$ cat src/rtl/mem_wb_writeback_pkg.sv
// Shared core definitions: writeback source select and load funct3 codes.
package core_pkg;

    localparam int XLEN = 32;

    typedef enum logic [1:0] {
        WB_ALU = 2'b00,
        WB_MEM = 2'b01,
        WB_PC4 = 2'b10
    } wb_sel_e;

    localparam logic [2:0] F3_LB  = 3'b000;
    localparam logic [2:0] F3_LH  = 3'b001;
    localparam logic [2:0] F3_LW  = 3'b010;
    localparam logic [2:0] F3_LBU = 3'b100;
    localparam logic [2:0] F3_LHU = 3'b101;

endpackage

$ cat src/rtl/mem_wb_writeback_load_align.sv
// Load data extraction: byte/half select by address offset, sign or zero
// extension, and natural-alignment check.
module load_align
    import core_pkg::*;
(
    input  logic [2:0]      funct3_i,
    input  logic [1:0]      offset_i,
    input  logic [XLEN-1:0] rdata_i,
    output logic [XLEN-1:0] data_o,
    output logic            misalign_o
);

    logic [7:0]  byte_sel;
    logic [15:0] half_sel;

    always_comb begin
        byte_sel = rdata_i[7:0];
        unique case (offset_i)
            2'd0: byte_sel = rdata_i[7:0];
            2'd1: byte_sel = rdata_i[15:8];
            2'd2: byte_sel = rdata_i[23:16];
            2'd3: byte_sel = rdata_i[31:24];
            default: byte_sel = rdata_i[7:0];
        endcase
        half_sel = offset_i[1] ? rdata_i[31:16] : rdata_i[15:0];
    end

    always_comb begin
        data_o     = rdata_i;
        misalign_o = 1'b0;
        case (funct3_i)
            F3_LB:  data_o = {{(XLEN-8){byte_sel[7]}}, byte_sel};
            F3_LBU: data_o = {{(XLEN-8){1'b0}}, byte_sel};
            F3_LH: begin
                data_o     = {{(XLEN-16){half_sel[15]}}, half_sel};
                misalign_o = offset_i[0];
            end
            F3_LHU: begin
                data_o     = {{(XLEN-16){1'b0}}, half_sel};
                misalign_o = offset_i[0];
            end
            // LW and the undefined encodings all take the whole word
            default: begin
                data_o     = rdata_i;
                misalign_o = (offset_i != 2'b00);
            end
        endcase
    end

endmodule

$ cat src/rtl/mem_wb_writeback.sv
// MEM/WB pipeline register with writeback select, register-file write port,
// forwarding value and retired-instruction counter.
module mem_wb_writeback
    import core_pkg::*;
#(
    parameter int XLEN  = core_pkg::XLEN,
    parameter int CNT_W = 64
) (
    input  logic             clk,
    input  logic             rst,
    input  logic             valid_i,
    input  logic             stall_i,
    input  logic             flush_i,
    input  logic [1:0]       wbSel_i,
    input  logic [2:0]       funct3_i,
    input  logic [XLEN-1:0]  aluResult_i,
    input  logic [XLEN-1:0]  memRdata_i,
    input  logic [XLEN-1:0]  pcPlus4_i,
    input  logic [4:0]       rd_i,
    input  logic             regWEn_i,
    output logic             regWEn_o,
    output logic [4:0]       rd_o,
    output logic [XLEN-1:0]  dataW_o,
    output logic             valid_o,
    output logic             misalign_o,
    output logic [CNT_W-1:0] instret_o
);

    logic [XLEN-1:0]  load_data;
    logic             load_mis;

    load_align u_load_align (
        .funct3_i   (funct3_i),
        .offset_i   (aluResult_i[1:0]),
        .rdata_i    (memRdata_i),
        .data_o     (load_data),
        .misalign_o (load_mis)
    );

    logic             is_mem;
    logic             mis_d;
    logic [XLEN-1:0]  src_d;
    logic [XLEN-1:0]  data_d;
    logic             we_d;

    always_comb begin
        is_mem = (wbSel_i == WB_MEM);
        mis_d  = is_mem & load_mis;
        src_d  = aluResult_i;
        unique case (wbSel_i)
            WB_MEM:  src_d = load_data;
            WB_PC4:  src_d = pcPlus4_i;
            default: src_d = aluResult_i;
        endcase
        data_d = mis_d ? '0 : src_d;
        we_d   = valid_i & regWEn_i & (rd_i != 5'd0) & ~mis_d;
    end

    logic             valid_q;
    logic             we_q;
    logic [4:0]       rd_q;
    logic [XLEN-1:0]  data_q;
    logic             mis_q;
    logic [CNT_W-1:0] instret_q;

    always_ff @(posedge clk) begin
        if (rst) begin
            valid_q   <= 1'b0;
            we_q      <= 1'b0;
            rd_q      <= '0;
            data_q    <= '0;
            mis_q     <= 1'b0;
            instret_q <= '0;
        end else if (flush_i) begin
            valid_q <= 1'b0;
            we_q    <= 1'b0;
            rd_q    <= '0;
            data_q  <= '0;
            mis_q   <= 1'b0;
        end else if (!stall_i) begin
            valid_q <= valid_i;
            we_q    <= we_d;
            rd_q    <= rd_i;
            data_q  <= data_d;
            mis_q   <= mis_d;
            if (valid_i) begin
                instret_q <= instret_q + CNT_W'(1);
            end
        end
    end

    assign valid_o    = valid_q;
    assign regWEn_o   = we_q;
    assign rd_o       = rd_q;
    assign dataW_o    = data_q;
    assign misalign_o = mis_q;
    assign instret_o  = instret_q;

endmodule

$ cat config.mk
export PLATFORM = sky130hd
export DESIGN_NAME = mem_wb_writeback
export DESIGN_NICKNAME = d
export VERILOG_FILES = /design/src/rtl/mem_wb_writeback_pkg.sv /design/src/rtl/mem_wb_writeback_load_align.sv /design/src/rtl/mem_wb_writeback.sv
export SDC_FILE = /design/constraint.sdc
export NUM_CORES = 1
export LEC_CHECK = 0
export ABC_AREA = 1
export CAP_MARGIN = 25
export CORE_UTILIZATION = 43
export CTS_CLUSTER_SIZE = 20
export DETAILED_ROUTE_END_ITERATION = 10
export HOLD_SLACK_MARGIN = 0.06
export PLACE_DENSITY_LB_ADDON = 0.1
export SETUP_SLACK_MARGIN = 0.2
export SKIP_LAST_GASP = 1
export SLEW_MARGIN = 20
export SYNTH_ARGS = -nofsm -noshare
export SYNTH_HDL_FRONTEND = slang
export SYNTH_SLANG_ARGS = --single-unit
$ cat constraint.sdc
create_clock -name clk -period 1.7 [get_ports clk]
set_input_delay 0.34 -clock clk [delete_from_list [all_inputs] [get_ports clk]]
set_output_delay 0.34 -clock clk [all_outputs]
set_load 0.01 [all_outputs]
==> Yosys cells after proc, flatten, opt, wreduce, memory -nomap -nowiden <==
Index checks and enable logic that the tools add are counted.
{ "totals": {"ff_bits": 104, "output_inout_bits": 104, "wordCells": 36, "in_bits": 112} }
{ "op_classes": {"reduce_logical": 8, "n_bitwise": 7, "eq_ne": 8, "n_mux": 6, "add_sub_neg": 1} }
{ "ops": {"columns": ["cell", "count"], "rows": [
  ["case mux 32 bit (4 select lines)", 1],
  ["adder 64 x 1 -> 64 bit, second input constant", 1],
  ["case mux 32 bit (2 select lines)", 1],
  ["two-way mux 32 bit", 1],
  ["case mux 8 bit (4 select lines)", 1],
  ["two-way mux 16 bit", 1],
  ["equality test 2 bit, second input constant", 3],
  ["equality test 3 bit, second input constant", 2],
  ["OR reduction 2 bit", 3],
  ["nonzero test 5 bit", 1],
  ["bitwise AND 1 bit", 4],
  ["equality test 2 x 1 -> 1 bit, second input constant", 2],
  ["equality test 3 x 1 -> 1 bit, second input constant", 1],
  ["zero test 3 bit", 1],
  ["inverter 1 bit", 3],
  ["AND reduction 3 bit", 1],
  ["zero test 2 bit", 1],
  ["case mux 1 bit (2 select lines)", 1],
  ["nonzero test 2 bit", 1]
]} }

==> Longest topological paths before layout <==
Gate-level depths: netlist of run 1.
{ "logic_depth": {"depth_word": 6, "mapped_depth": 11, "mapped_depth_nobuf": 11} }

==> Cells and area by module <==
Synthesis of run 1 repeated with hierarchy kept, for this count alone.
{ "unflattened": {"cells_unflattened": 1087, "area_unflattened_um2": 6910.4} }
{ "modules_own_cells": {"columns": ["mod", "area_per_inst_um2", "instances", "cells_each", "seq_area_each_um2"], "rows": [
  ["mem_wb_writeback", 5945.7, 1, 909, 2082.0],
  ["load_align", 964.7, 1, 178, 0.0]
]} }

==> Worst setup path after synthesis of run 1 <==
OpenSTA, ideal clock, no wires.
{ "synth_timing": {"path_kind": "reg-to-reg", "startpoint": "reg instret_q[0] (netlist: instret_o[0])", "endpoint": "reg instret_q[38] (netlist: instret_o[38])", "path_stages_with_launch": 11, "period_less_slack_ns": 1.703, "slack_ns": -0.003, "setup_time_ns": 0.128, "path_buffers": 0, "arrival_time_ns": 1.575, "path_cell_list": "dfxtp_1 > ha_1 > nand3_4 > nor2_4 > nand3_2 > nor2_4 > nand2_2 > nor2_1 > nand2_1 > nand2_1 > nor2_1"} }
{ "synth_via": {"elab_chain_len": 1} }
{ "synth_lines": {"columns": ["item", "line_no", "text"], "rows": [
  ["from (decl)", "mem_wb_writeback.sv:64", "logic [CNT_W-1:0] instret_q;"],
  ["from (signal assigned)", "mem_wb_writeback.sv:87", "instret_q <= instret_q + CNT_W'(1);"],
  ["adder 64 x 1 -> 64 bit", "mem_wb_writeback.sv:87", null]
]} }
No other way between the ends.
A chain may end at the register's enable or synchronous reset.

==> Worst setup path in the final report of run 1 <==
{ "layout_timing": {"startpoint": "reg instret_q[16] (netlist: instret_o[16])", "endpoint": "reg instret_q[41] (netlist: instret_o[41])"} }
Same word-level chain as after synthesis.

==> results of run 1 <==
==> layout by cell type, fill, tap and decap left out, drive strengths merged, types with 4 or more instances in the layout <==
cell type      netlist  final
o2111ai              5      5
nand4               12     12
nor3b                4      4
xor2                12     12
o21a                 8      8
nand3               30     30
a21oi              107    107
nor3                 8      8
nor2               283    283
inv                 95     95
clkbuf              30     15
clkdlybuf4s50        0    100
dfxtp              104    104
o21ai               31     31
dlygate4sd2          0    105
nand2              416    417
clkdlybuf4s15        0      5
dlymetal6s2s         0      4
buf                 11    144
xnor2                7      7
==> report_power, final <==
group          switching (mW)  internal (mW)  leakage [nW]
clock                   0.994           1.44         0.156
combinational           0.610          0.604          4.32
sequential             0.0229           2.42         0.883
==> routing by layer <==
metal / part of all wire, % / up-vias
met5: 0 / -
li1: - / 4389
met4: 4.3 / 0
met1: 42 / 4201
met2: 46 / 442
met3: 7.6 / 96
==> through the flow <==
stage               instance area, um2  worst slack, ns
floorplan                         6929           0.1524
global placement                 10060          -0.4398
detailed placement               10060          -0.4791
CTS                              10760          0.09259
global route                     11880         -0.03584
finish                           11880          0.04752
==> kinds of logic after synthesis <==
family,count (synthesis)
flops,104
compound gates,161
fa+ha+maj,3
buf+inv,137
simple gates,757
xor+xnor,19
==> final timing paths <==
path,end,slack (ns),cells after the start
hold reg to reg,dataW_o[1],0.46,2
setup / recovery,instret_o[41],0.05,10
setup reg to reg,instret_o[41],0.05,10
hold / removal,dataW_o[18],0.44,4
==> worst max-delay path: stages (launching register included) <==
cell	delay, ns
sky130_fd_sc_hd__dfxtp_4	0.40
sky130_fd_sc_hd__nand2_4	0.08
sky130_fd_sc_hd__nor2_4	0.11
sky130_fd_sc_hd__inv_1	0.05
sky130_fd_sc_hd__nor2_1	0.19
sky130_fd_sc_hd__inv_1	0.15
sky130_fd_sc_hd__nor3_4	0.19
sky130_fd_sc_hd__buf_12	0.16
sky130_fd_sc_hd__nand2_1	0.07
sky130_fd_sc_hd__nor2_1	0.10
sky130_fd_sc_hd__nor2_1	0.05
==> flip-flops by register name, indices dropped and copies added, names as in the netlist <==
register	flops
instret_o	64
misalign_o	1
regWEn_o	1
rd_o	5
valid_o	1
dataW_o	32
==> cell type report <==
class                   instances  share of cell area (%)
clock inverters                 5                  0.8850
clock buffers                  11                   1.960
inverters                      96                   3.076
repair buffers                362                   28.58
flip-flops and latches        104                   18.91
well taps                     211                   2.223
diodes                          3                 0.06321
multi-input cells             941                   44.30
==> cell usage after synthesis (2+ instances only) <==
library cell                count  area (um2)
sky130_fd_sc_hd__nand2_1      410        1539
sky130_fd_sc_hd__nor2_1       264       991.0
sky130_fd_sc_hd__a21oi_1      107       535.5
sky130_fd_sc_hd__dfxtp_1      104        2082
sky130_fd_sc_hd__inv_1         91       341.6
sky130_fd_sc_hd__clkbuf_1      30       112.6
sky130_fd_sc_hd__o21ai_0       29       145.1
sky130_fd_sc_hd__nand3_1       19       95.09
sky130_fd_sc_hd__nand4_1       12       75.07
sky130_fd_sc_hd__xor2_1        12       105.1
sky130_fd_sc_hd__nor2_4         9       101.4
sky130_fd_sc_hd__nor2_2         8       50.05
sky130_fd_sc_hd__o21a_1         8       60.06
sky130_fd_sc_hd__nand3_2        7       70.07
sky130_fd_sc_hd__xnor2_1        7       61.31
sky130_fd_sc_hd__buf_2          6       30.03
sky130_fd_sc_hd__nand2_2        6       37.54
sky130_fd_sc_hd__nor3_1         5       25.02
sky130_fd_sc_hd__o2111ai_1      5       43.79
sky130_fd_sc_hd__inv_2          4       15.01
sky130_fd_sc_hd__nand3_4        4       70.07
sky130_fd_sc_hd__nor3b_1        4       30.03
sky130_fd_sc_hd__a211oi_1       3       22.52
sky130_fd_sc_hd__a31oi_1        3       18.77
sky130_fd_sc_hd__ha_1           3       37.54
sky130_fd_sc_hd__nor3_4         3       48.80
sky130_fd_sc_hd__buf_1          2       7.510
sky130_fd_sc_hd__buf_6          2       22.52
sky130_fd_sc_hd__nor2_8         2       40.04
sky130_fd_sc_hd__o21bai_2       2       22.52
==> timing repair <==
action                                 CTS  global route
pin swaps                               24            92
cloned                                   1             3
setup endpoints to repair              197            91
buffers inserted                        11            28
gates resized for setup                266           261
endpoints found under the hold margin    0             0
==> impl_summary.txt, run 1 <==
----------------------------------------------------
[Routing]
  First drt pass iteration count ... 7
  Antenna viol nets, final ... 0
  Ratio of routed vias to standard cells ... approximately 5.3
  Number of design-rule violations left by the first detailed-router iteration ... roughly 680
  Final Routed Wirelength ... about 30000 um
  Vias after detailed routing ... just over 9000
  Number of remaining DRC errors ... 0
  Post-detailed-route wirelength per cell ... around 17 um

[Power and ir drop]
  IR drop worst, VDD ... 491.0 uV
  Design Power ... just over 6 mW
  Leakage ... 5.361 nW
  Power per Cell Area ... 513.1 mW/mm2

[Global route]
  Vias in the first global route ... roughly 8000
  Met3 Track Usage GR ... approximately 5.3%
  Grt total ovfl ... 0
  First-pass GRT wire length ... 41210 um
  Most Used Layer, Global Route ... met2
  Pin count of the biggest net entering global routing ... 45
  Met1 Resource Use GR ... roughly 42%
  GRT Resource Usage Total ... between 30% and 40%
  Grt met2 use ... 52.31%
  Initial antenna violation count ... 3

[Placement]
  Routability cong. ... 0.9641
  Placed wire-length estimate ... approximately 20000 um
  Placed instance count ... between 1500 and 2000
  Number of buffers inserted by port buffering ... between 200 and 250

[Critical path]
  CP startpoint kind ... flop
  Crit path max fanout ... 7
  Critical path start-end classification ... reg2reg
  Data required time of the critical path ... 1.96 ns
  Worst path arrival time ... between 1.5 and 2 ns
  Crit Reg-Reg Startpoint ... instret_o[16]
  Crit path capture type ... flop
  Critical path origin ... instret_o[16]

[Final layout]
  Area taken by flip-flops and latches ... 0.002246 mm2
  Non-filler cells in the finished layout ... between 1500 and 2000
  Layout cells sized above 1 ... 30.94%
  Final core occ ... 76.98%
  Area Growth Syn to Fin ... 71.96%
  Fill count ... 1241
  Area of combinational cells with multiple inputs ... around 0.0053 mm2
  Net count reported at finish ... 1629

[STA]
  Setup_tns ... 0 ns
  Total setup violations reported at the end of the flow ... 0
  Highest Clock Rate ... around 610 MHz
  Tightest Pin Transition ... between 0.3 and 0.4 ns
  Layout Skew ... 0.01349 ns
  Max transition margin ... 73.78%
  Final worst path period need ... about 1.7 ns
  Number of hold violations in the final report ... 0
  Unrepaired setup endpoints after global routing ... yes
  Post-route fraction of the period consumed by the critical path ... between 90% and 100%
  Worst Hold Margin ... 0.4429 ns
  Total count of max-transition violations in the final report ... 0

[Clock network]
  Worst-skew pair later-pin latency ... 0.37 ns
  Number of buffers added to fix hold violations after cts ... 0
  CTS tree ... yes
  CTS Buf Count ... 9
  Clock slew at the register clock pins of the worst setup and hold paths ... ~0.080 ns
  CTS root buffer ... sky130_fd_sc_hd__clkbuf_16
  Clock tree sinks ... 104
  Longest Clk Path Bufs ... 2
  H-tree depth ... 3

[Logic synthesis]
  Mean cell area of the mapped netlist ... just under 6 um2
  Netlist Area Pre-Place ... about 0.0069 mm2
  Cells after synthesis ... around 1200
  Post-synthesis sequential area ratio ... a little under a third
  #FFs+latches synth ... roughly 100
  Portion of netlist area occupied by mux cells ... 0%
  Share of flip-flops with an asynchronous set or reset after synthesis ... 0%
  Post-synthesis compound-gate area fraction ... 12.72%
  Synthesized net count ... 1296
  Number of distinct library cells after synthesis ... 40
  Simple-Gate Fraction of Synth Area ... a little under half
  Most used flip-flop cell after synthesis ... sky130_fd_sc_hd__dfxtp_1
  Dominant combinational cell family by area after synthesis ... simple AND/OR/NAND/NOR gates
  Synthesis warning total ... 0
  Share of synthesized cell area in full adder, half adder and majority cells ... 0.5435%
  Xor and xnor area share after synthesis ... around 2.4%
  Count of flip-flops with a built-in enable after synthesis ... 0

[Run status]
  Result of the run ... finished clean

[Floorplanning]
  Initial cell density of the core ... approximately 45%
  Width of the chip ... 128.7 um
  FP Rows ... 45
  Die Area ... ~0.017 mm2
  Top-level port count ... roughly 220
  Die height ... roughly 130 um
  Placeable core region ... 0.01543 mm2

[Worst hold path]
  Min-delay worst type ... in2reg
  HP Start ... stall_i

[Flow run]
  Max Cap Violations ... 0

----------------------------------------------------
No activity file was read; power rests on OpenSTA's default activity.
==> run 2, diff against run 1 <==
CTS_CLUSTER_SIZE = 28   (was 20)
==> results of run 2 <==
Final layout, timing and power as in run 1 (identical DEF).
==> run 3, diff against run 2 <==
PLACE_DENSITY = 0.78   (was default)
PLACE_DENSITY_LB_ADDON = default   (was 0.1)
==> run 3 against run 2 <==
  * The run now ends with negative setup slack left
  * Via count is 5.7% higher
  * First-iteration DRC count up 50%
  * Final area fell by 1.4%
  * Sequential cell count unchanged
  * Critical endpoint is now instret_o[52]
  * Largest power group unchanged
==> impl_summary.txt, run 3 (synthesis results as in run 1) <==
----------------------------------------------------
[Final layout]
  Final core occ ... 75.90% (-1.1 points)
  Fill count ... 1139 (-8.2%)
  Net count reported at finish ... 1632 (+0.18%)
  Layout cells sized above 1 ... 30.51% (-0.44 points)
  Ant diodes ... 0 (-3)
  Max reg flops ... 64 (unchanged)
  Area Growth Syn to Fin ... 69.55%
  Most common cell after layout, fill and taps aside ... sky130_fd_sc_hd__nand2_1
  Total non-filler cell area in the finished layout ... 0.01171 mm2 (-1.4%)
  Highest-count cells in the layout ignoring fill and taps ... 339 x sky130_fd_sc_hd__nand2_1, 191 x sky130_fd_sc_hd__nor2_1, 119 x sky130_fd_sc_hd__buf_4

[Placement]
  Placed wire-length estimate ... 20290 um (+2.5%)
  Area post-placement ... 0.01000 mm2 (-0.57%)
  Routability cong. ... 1.057 (+9.7%)
  Number of buffers inserted by port buffering ... 215 (unchanged)

[Routing]
  Ratio of routed vias to standard cells ... 5.568 (+5.7%)
  Antenna viol nets, final ... 0 (unchanged)
  Number of design-rule violations left by the first detailed-router iteration ... 1013 (+50%)
  Final Routed Wirelength ... 32100 um (+8.2%)
  Number of remaining DRC errors ... 0 (unchanged)
  First drt pass iteration count ... 6 (-1)
  Vias after detailed routing ... 9644 (+5.7%)
  Post-detailed-route wirelength per cell ... 18.53 um (+8.3%)

[Floorplanning]
  Die height ... 128.7 um (unchanged)
  FP Rows ... 45 (unchanged)
  Initial cell density of the core ... 44.77% (unchanged)
  Width of the chip ... 128.7 um (unchanged)
  Die Area ... 0.01657 mm2 (unchanged)
  Top-level port count ... 216 (unchanged)
  Placeable core region ... 0.01543 mm2 (unchanged)

[Global route]
  Pin count of the biggest net entering global routing ... 37 (-18%)
  Vias in the first global route ... 8393 (+4.7%)
  First-pass GRT wire length ... 43390 um (+5.3%)
  Initial antenna violation count ... 0 (-3)
  GRT Resource Usage Total ... 33.85% (+1.9 points)
  Grt total ovfl ... 0 (unchanged)

[Clock network]
  Clock tree sinks ... 104 (unchanged)
  Worst-skew pair later-pin latency ... 0.37 ns (about the same)
  Number of buffers added to fix hold violations after cts ... 0 (unchanged)
  CTS root buffer ... sky130_fd_sc_hd__clkbuf_16
  Longest Clk Path Bufs ... 2 (unchanged)
  H-tree depth ... 3 (unchanged)
  Clock slew at the register clock pins of the worst setup and hold paths ... 0.07 ns (about the same)
  CTS tree ... yes
  CTS Buf Count ... 9 (unchanged)

[Critical path]
  Critical path origin ... instret_o[9]
  Data required time of the critical path ... 1.95 ns (about the same)
  Cell type with the highest occurrence count on the critical path ... sky130_fd_sc_hd__nand2_1
  Crit Reg-Reg Startpoint ... instret_o[9]
  Count of cells along the worst register-to-register path ... 10 (unchanged)
  Crit path max fanout ... 4 (-3)
  Crit path capture type ... flop
  Worst setup slack for register-to-register paths ... -0.06 ns (-0.11 ns)
  Critical register-to-register path endpoint ... instret_o[52]
  CP startpoint kind ... flop
  Worst path arrival time ... 2.01 ns (+0.10 ns)
  Largest stage delay on the critical path ... 0.43 ns (+0.03 ns)
  Critical-path cell list ... nand2_4 > nor2_4 > buf_4 > nand2_1 > nor2_1 > nand2_1 > o21ai_0 > nand2_1 > nand2_1 > a21oi_1
  Critical path start-end classification ... reg2reg
  Critical-path cell with the highest stage delay ... sky130_fd_sc_hd__dfxtp_4

[STA]
  Worst Setup Slack, final ... -0.06499 ns (-0.1125 ns)
  Post-route fraction of the period consumed by the critical path ... 103.8% (+6.6 points)
  Setup_tns ... -0.06509 ns (-0.06509 ns)
  Number of hold violations in the final report ... 0 (unchanged)
  Total count of max-transition violations in the final report ... 0 (unchanged)
  Unrepaired setup endpoints after global routing ... yes
  Tightest Pin Transition ... 0.4900 ns (+0.1003 ns)
  Highest Clock Rate ... 566.6 MHz (-6.4%)
  Layout Skew ... 0.01060 ns (-0.002894 ns)
  Final worst path period need ... 1.765 ns (+0.1125 ns)
  Total setup violations reported at the end of the flow ... 2 (+2)
  Max transition margin ... 67.03% (-6.7 points)

[Run status]
  Violated checks ... negative setup slack
  Result of the run ... finished with violations

[Power and ir drop]
  Leakage ... 5.189 nW (-3.2%)
  IR drop worst, VDD ... 539.1 uV (+9.8%)
  Power per Cell Area ... 509.0 mW/mm2 (-0.79%)

[Worst hold path]
  HP Start ... valid_o
  Sink of the worst hold path ... valid_o
  Instance count along the most critical hold path ... 2 (-2)
  Min-delay worst type ... reg2reg

[Flow run]
  Max Cap Violations ... 0 (unchanged)

----------------------------------------------------
## run 3: cell types whose count changed in the layout (fill, tap and decap cells not counted), sizes merged
cell	change
bufinv	-1
clkdlybuf4s50	-2
clkdlybuf4s15	+5
dlymetal6s2s	+1
clkinv	+2
diode	-3
clkbuf	-2
clkinvlp	-1
buf	+6
dlygate4sd2	-6
## run 3: worst max-delay path, delay by kind of cell (launching register included)
family	cells	cell delay, ns
simple gates	7	0.84
flops	1	0.43
compound gates	2	0.23
buf+inv	1	0.15
## run 3: worst max path at each step
stage                         end  cells past startpoint
floorplan           instret_o[38]                     11
global placement      dataW_o[26]                     10
detailed placement    dataW_o[26]                     10
CTS                 instret_o[37]                      2
global route        instret_o[40]                      9
finish              instret_o[52]                     10
## run 3: what timing repair did
item	4_1_cts	5_1_grt
gates resized for setup	274	239
setup endpoints to repair	189	95
setup buffers	23	21
gates cloned	3	0
pin swaps	37	95
## run 3: per-layer routing
| layer | GRT usage [%] | wire length, um | up-vias |
|---|---|---|---|
| li1 | - | - | 4376 |
| met5 | 0 | 0 | - |
| met3 | 5.613 | 3077 | 221 |
| met4 | 19.10 | 2397 | 0 |
| met1 | 43.13 | 12070 | 4327 |
| met2 | 54.37 | 14550 | 720 |
## run 3: where the power goes
group	internal [mW]	switching [mW]	leakage [nW]
logic	0.576	0.620	4.15
clock network	1.32	1.00	0.155
registers	2.42	0.0231	0.884
## run 3: through the flow
stage | worst slack, ns | std cells | power [mW] | hold slack (ns)
after global routing | -0.1569 | 1732 | 6.156 | 0.4781
final | -0.06499 | 1732 | 5.961 | 0.4642
after global placement | -0.3409 | 1670 | 3.627 | 0.4430
after CTS | -0.03851 | 1711 | 5.934 | 0.4646
after detailed placement | -0.4840 | 1670 | 3.638 | 0.4511
after floorplan | 0.1524 | 1181 | 3.050 | 0.4805
## run 3: final cells by class
| class | count | area [um2] | area share (%) |
|---|---|---|---|
| multi-input cells | 941 | 5159 | 44.05 |
| repair buffers | 365 | 3353 | 28.64 |
| flip-flops and latches | 104 | 2251 | 19.22 |
| inverters | 96 | 362.8 | 3.099 |
| well taps | 211 | 264.0 | 2.255 |
| clock buffers | 10 | 239.0 | 2.041 |
| clock inverters | 5 | 81.33 | 0.6945 |
